File: config.mk
export PLATFORM = sky130hd
export DESIGN_NAME = gost89_ecb_ctrl
export DESIGN_NICKNAME = d
export VERILOG_FILES = /design/src/rtl/gost89_pkg.sv /design/src/rtl/gost89_round.sv /design/src/rtl/gost89_ecb_ctrl.sv
export SDC_FILE = /design/constraint.sdc
export NUM_CORES = 1
export LEC_CHECK = 0
export CORE_AREA = 2 2 354 356
export DETAILED_ROUTE_END_ITERATION = 12
export DIE_AREA = 0 0 356 358
export GPL_TIMING_DRIVEN = 0
export MAX_ROUTING_LAYER = met4
export SLEW_MARGIN = 20
export SYNTH_ARGS = -nofsm -noshare
export SYNTH_HDL_FRONTEND = slang
export SYNTH_SLANG_ARGS = --single-unit
File: constraint.sdc
create_clock -name clk -period 7.5 [get_ports clk]
set_input_delay 0.75 -clock clk [delete_from_list [all_inputs] [get_ports clk]]
set_output_delay 0.75 -clock clk [all_outputs]
set_load 0.02 [all_outputs]
File: src/rtl/gost89_pkg.sv
// Shared types and helpers for the GOST 28147-89 ECB controller: FSM states,
// round counts and the round-number to key-word mapping.
package gost89_pkg;

  typedef enum logic [1:0] {
    ST_IDLE = 2'd0,
    ST_RUN  = 2'd1,
    ST_DONE = 2'd2
  } state_e;

  localparam int GOST_ROUNDS         = 32;
  localparam int GOST_MAC_ROUNDS_DEF = 16;

  // Encrypt: K0..K7 three times, then K7..K0. Decrypt: K0..K7, then K7..K0
  // three times. MAC: K0..K7 repeated. For 3 bits, 7-x == ~x.
  function automatic logic [2:0] key_idx(input logic [4:0] rnd,
                                         input logic       decrypt,
                                         input logic       mac);
    logic [2:0] idx;
    if (mac)
      idx = rnd[2:0];
    else if (decrypt)
      idx = (rnd < 5'd8) ? rnd[2:0] : ~rnd[2:0];
    else
      idx = (rnd < 5'd24) ? rnd[2:0] : ~rnd[2:0];
    return idx;
  endfunction

endpackage

File: src/rtl/gost89_round.sv
// One GOST 28147-89 round: out1 = rotl11(S(n1 + k)) ^ n2, out2 = n1.
// S-box i (nibble i of the sum) entry j lives at sbox[64*i + 4*j +: 4].
module gost89_round (
  input  logic [511:0] sbox,
  input  logic [31:0]  n1,
  input  logic [31:0]  n2,
  input  logic [31:0]  k,
  output logic [31:0]  out1,
  output logic [31:0]  out2
);

  logic [31:0] sum;
  logic [31:0] sub;
  logic [8:0]  idx;

  always_comb begin
    sum = n1 + k;
    sub = '0;
    idx = '0;
    for (int i = 0; i < 8; i++) begin
      idx = {i[2:0], sum[4*i +: 4], 2'b00};
      sub[4*i +: 4] = sbox[idx +: 4];
    end
    out1 = {sub[20:0], sub[31:21]} ^ n2;
    out2 = n1;
  end

endmodule

File: src/rtl/gost89_ecb_ctrl.sv
// Iterative GOST 28147-89 ECB engine: one round per clock through a single
// round datapath. Define GOST89_MAC_EN to enable the short MAC-mode blocks.
module gost89_ecb_ctrl
  import gost89_pkg::*;
#(
  parameter int GOST_MAC_ROUNDS = GOST_MAC_ROUNDS_DEF
) (
  input  logic         clk,
  input  logic         rst_n,
  input  logic [511:0] sbox,
  input  logic         key_wr,
  input  logic [255:0] key,
  input  logic         in_valid,
  output logic         in_ready,
  input  logic         decrypt,
  input  logic         mac,
  input  logic [63:0]  din,
  output logic         out_valid,
  input  logic         out_ready,
  output logic [63:0]  dout,
  output logic         busy
);

  localparam logic [1:0] IDLE = ST_IDLE;
  localparam logic [1:0] RUN  = ST_RUN;
  localparam logic [1:0] DONE = ST_DONE;

  localparam logic [4:0] CIPHER_LAST = 5'(GOST_ROUNDS - 1);
  localparam logic [4:0] MAC_LAST    = 5'(GOST_MAC_ROUNDS - 1);

  logic [1:0]        state;
  logic [4:0]        rnd;
  logic [31:0]       n1, n2;
  logic [7:0][31:0]  kreg;
  logic              dec_q, mac_q;
  logic              mac_in;
  logic [31:0]       rkey, r_out1, r_out2;
  logic              last;

`ifdef GOST89_MAC_EN
  assign mac_in = mac;
`else
  // Port kept for interface compatibility; every block runs as a cipher block.
  assign mac_in = mac & 1'b0;
`endif

  assign in_ready = (state == IDLE);
  assign busy     = (state != IDLE);
  assign rkey     = kreg[key_idx(rnd, dec_q, mac_q)];
  assign last     = (rnd == (mac_q ? MAC_LAST : CIPHER_LAST));

  gost89_round u_round (
    .sbox (sbox),
    .n1   (n1),
    .n2   (n2),
    .k    (rkey),
    .out1 (r_out1),
    .out2 (r_out2)
  );

  // NOTE: all state here uses non-blocking assignments so every register
  // samples the pre-edge values; the key words are reset too because a block
  // started right after reset without key_wr must see an all-zero key.
  always_ff @(posedge clk or negedge rst_n) begin
    if (!rst_n) begin
      state     <= IDLE;
      rnd       <= '0;
      n1        <= '0;
      n2        <= '0;
      kreg      <= '0;
      dec_q     <= 1'b0;
      mac_q     <= 1'b0;
      out_valid <= 1'b0;
      dout      <= '0;
    end else begin
      case (state)
        IDLE: begin
          if (key_wr)
            kreg <= key;
          if (in_valid) begin
            n1    <= din[31:0];
            n2    <= din[63:32];
            dec_q <= decrypt;
            mac_q <= mac_in;
            rnd   <= '0;
            state <= RUN;
          end
        end
        RUN: begin
          n1  <= r_out1;
          n2  <= r_out2;
          rnd <= rnd + 5'd1;
          if (last) begin
            // Cipher output undoes the swap of the last round; MAC keeps it.
            dout      <= mac_q ? {r_out2, r_out1} : {r_out1, r_out2};
            out_valid <= 1'b1;
            state     <= DONE;
          end
        end
        DONE: begin
          if (out_ready) begin
            out_valid <= 1'b0;
            state     <= IDLE;
          end
        end
        default: state <= IDLE;
      endcase
    end
  end

endmodule

==> impl_metrics.yaml <==
routing:
  avgViaCountPerCell: 4.83
  wl_met3_mm: 11.5
  topRoutingLayerUsed: "met4"
  vias: 23000
  wl_mm: 143
  wl_met1_mm: 59.6
  drt_first_pass_iters: 6
  ant_nets: 0
  wl_met2_mm: 67.8
  drt_iter0_drc: 1870
  drc: 0
  routedWlPerCell_um: 30.1
sta:
  setup_viol: 0
  max-slew-margin-rel: 0.249
  post-route-period-util: 0.964
  tightest_slew_ns: 1.13
  drv_slew: 0
  min_period_ns: 7.23
  clock_skew_ns: 0.0598
  rsz0062_at_grt: "no"
  fmaxAchievable_mhz: 138
  hold_viol_final: 0
  fin_tns_setup_ns: 0
synthesis:
  synth_edf_count: 0
  syn_area_sq_um: 24700
  synth_fp_nets: 2962
  synth-seq-cells: 393
  synthCells: 2088
  synth_area_per_cell_sq_um: 11.8
  synth-warning-count: 0
  synthFlopType: "dfrtp_1"
  ys_types: 78
  async_reset_ff_frac: 1.00
  seq_area_frac_synth: 0.398
floorplanning:
  num_rows: 129
  start_util: 0.200
  io_pins: 906
  core-area_sq_um: 123000
  die_x_um: 356
  die_h_um: 358
  dieArea_sq_um: 127000
final_layout:
  area_growth_pct: 53.7
  nNetsFinal: 3931
  postLayoutCellArea_sq_um: 38000
  drive_gt1_frac: 0.213
critical_path:
  critical_path_class: "flip-flop to flip-flop"
  start_kind: "flip-flop"
  cp_data_arrival_time_ns: 7.71
  cp.required_ns: 7.99
  end_kind: "flip-flop"
  crit_fanout: 10
global_routing:
  grt_max_degree: 94
  gr-total-overflow: 0
  grt_pass1_vias: 23500
  grt_pass1_wl_mm: 192
  groute.usage.overall: 0.224
  antenna_found_initial: 54
hold_path:
  hold_class: "flip-flop to flip-flop"
clock_network:
  cts_tree: "yes"
  cts_max_path_buffers: 3
  cts_inserted_buffers: 48
  htree_levels: 2
  clock-root-buffer: "clkbuf_16"
  clk_pin_slew_ns: 0.07
  clkSinkCount: 393
  clock_latency_ns: 0.65
job:
  maxCapViolCount: 0
place:
  place_area_sq_um: 36100
  place.gp.congestion: 0.953
  dp_hpwl_mm: 119
  io_buffers: 904
run_status:
  status: "finished clean"
[logic make-up (layout without fill, tap and decap cells)]
family / Yosys count / count (layout) / share of synthesized area
DFF: 393 / 393 / 0.398
other: 0 / 36 / 0
xor gates and xnor gates: 61 / 61 / 0.0233
adders and majority gates: 36 / 36 / 0.0184
and+or+nand+nor: 454 / 454 / 0.0792
buffers and inverters: 164 / 1170 / 0.0279
muxes: 554 / 554 / 0.332
AOI/OAI and AO/OA: 426 / 426 / 0.121
[final cells by class]
type | count | area, sq um
Antenna cell | 36 | 90.1
Tap cell | 1637 | 2050
Fill cell | 12700 | 85300
Clock inverter | 18 | 191
Inverter | 15 | 56.3
Buffer | 149 | 677
Multi-Input combinational cell | 1531 | 14400
Clock buffer | 69 | 1410
Timing Repair Buffer | 919 | 9300
Sequential cell | 393 | 9830
[cell usage in the layout, fill, tap and decap left out, types with 18 or more instances in the layout]
cell | Yosys | final
a21oi_1 | 59 | 59
mux2i_1 | 68 | 68
clkbuf_1 | 116 | 101
dfrtp_1 | 393 | 393
nand2_1 | 206 | 206
diode_2 | 0 | 36
ha_1 | 34 | 34
xnor2_1 | 45 | 38
a21o_1 | 18 | 18
o22ai_1 | 44 | 44
a22oi_1 | 34 | 34
mux4_1 | 19 | 19
o21ai_0 | 97 | 93
mux2_2 | 306 | 306
nor2_1 | 137 | 137
nand3_1 | 32 | 32
mux4_2 | 157 | 157
clkdlybuf4s50_1 | 0 | 903
clkbuf_16 | 0 | 48
a221oi_1 | 56 | 56
[worst paths after layout]
kind	start	endpoint	slack (ns)	cells after the start
max	rnd[3]	dout[37]	0.27	21
min	dout[7]	dout[7]	0.47	2
max reg2reg	rnd[3]	dout[37]	0.27	21
min reg2reg	dout[7]	dout[7]	0.47	2
max in group asynchronous	rst_n	n2[19]	5.47	4
min in group asynchronous	rst_n	kreg[52]	0.63	2
[through the flow]
step / setup WS (ns) / hold WS, ns / instances / utilization
floorplan: 1.23 / 0.453 / 2088 / -
global placement: -13.02 / 0.461 / 4629 / 0.290
detailed placement: -0.597 / 0.462 / 4639 / 0.293
CTS: 0.0237 / 0.477 / 4729 / 0.307
global route: 0.000304 / 0.506 / 4762 / 0.308
finish: 0.272 / 0.470 / 4767 / 0.308
[state kept, by name, summed over array words and instances (netlist names)]
name,cells
kreg,256
rnd,5
state,2
out_valid,1
dec_q,1
dout,64
n1,32
n2,32
[per-layer routing]
metal  global-route usage  up-vias
met5                    -        -
met4               0.0648        0
met3               0.0595      164
met2                0.356     1025
met1                0.278    11800
li1                     -    10000
[Yosys cell counts, types with 14 or more instances]
master | number | area (sq um)
a21o_1 | 18 | 135
mux2_2 | 306 | 3450
mux2i_1 | 68 | 681
o22ai_1 | 44 | 275
a22oi_1 | 34 | 255
nand3_1 | 32 | 160
mux4_2 | 157 | 3540
xnor2_1 | 45 | 394
inv_1 | 15 | 56.3
clkbuf_1 | 116 | 435
dfrtp_1 | 393 | 9830
a21oi_1 | 59 | 295
buf_2 | 15 | 75.1
mux4_1 | 19 | 499
a221oi_1 | 56 | 490
nor3_1 | 14 | 70.1
nor2_1 | 137 | 514
nand2_1 | 206 | 773
o21ai_0 | 97 | 485
ha_1 | 34 | 425
[worst max-delay path: stages, from the launching register on]
cell	delay, ns
dfrtp_1	0.41
maj3_1	0.54
xnor2_4	0.25
buf_12	0.16
buf_4	0.14
clkbuf_2	0.53
mux4_2	0.58
mux2_2	0.35
ha_1	0.31
buf_2	0.20
a21oi_2	0.23
nand2_1	0.07
a221o_1	0.45
o41ai_4	0.49
mux2_2	0.51
buf_2	0.26
nand2_1	0.10
a31oi_1	0.08
a2111oi_0	0.64
a21oi_1	0.27
and3_1	0.23
a211o_1	0.22
[what timing repair did]
| item | 4_1_cts | 5_1_grt |
|---|---|---|
| setup endpoints to repair | 46 | 19 |
| hold buffers | 1 | 0 |
| gates resized for setup | 16 | 14 |
| setup buffers | 2 | 2 |
| pin swaps | 1 | 1 |
| hold endpoints to repair | 5 | 0 |
Power is not shown: default switching activity piles up to over one toggle a cycle in this logic, so the estimate is an artifact.
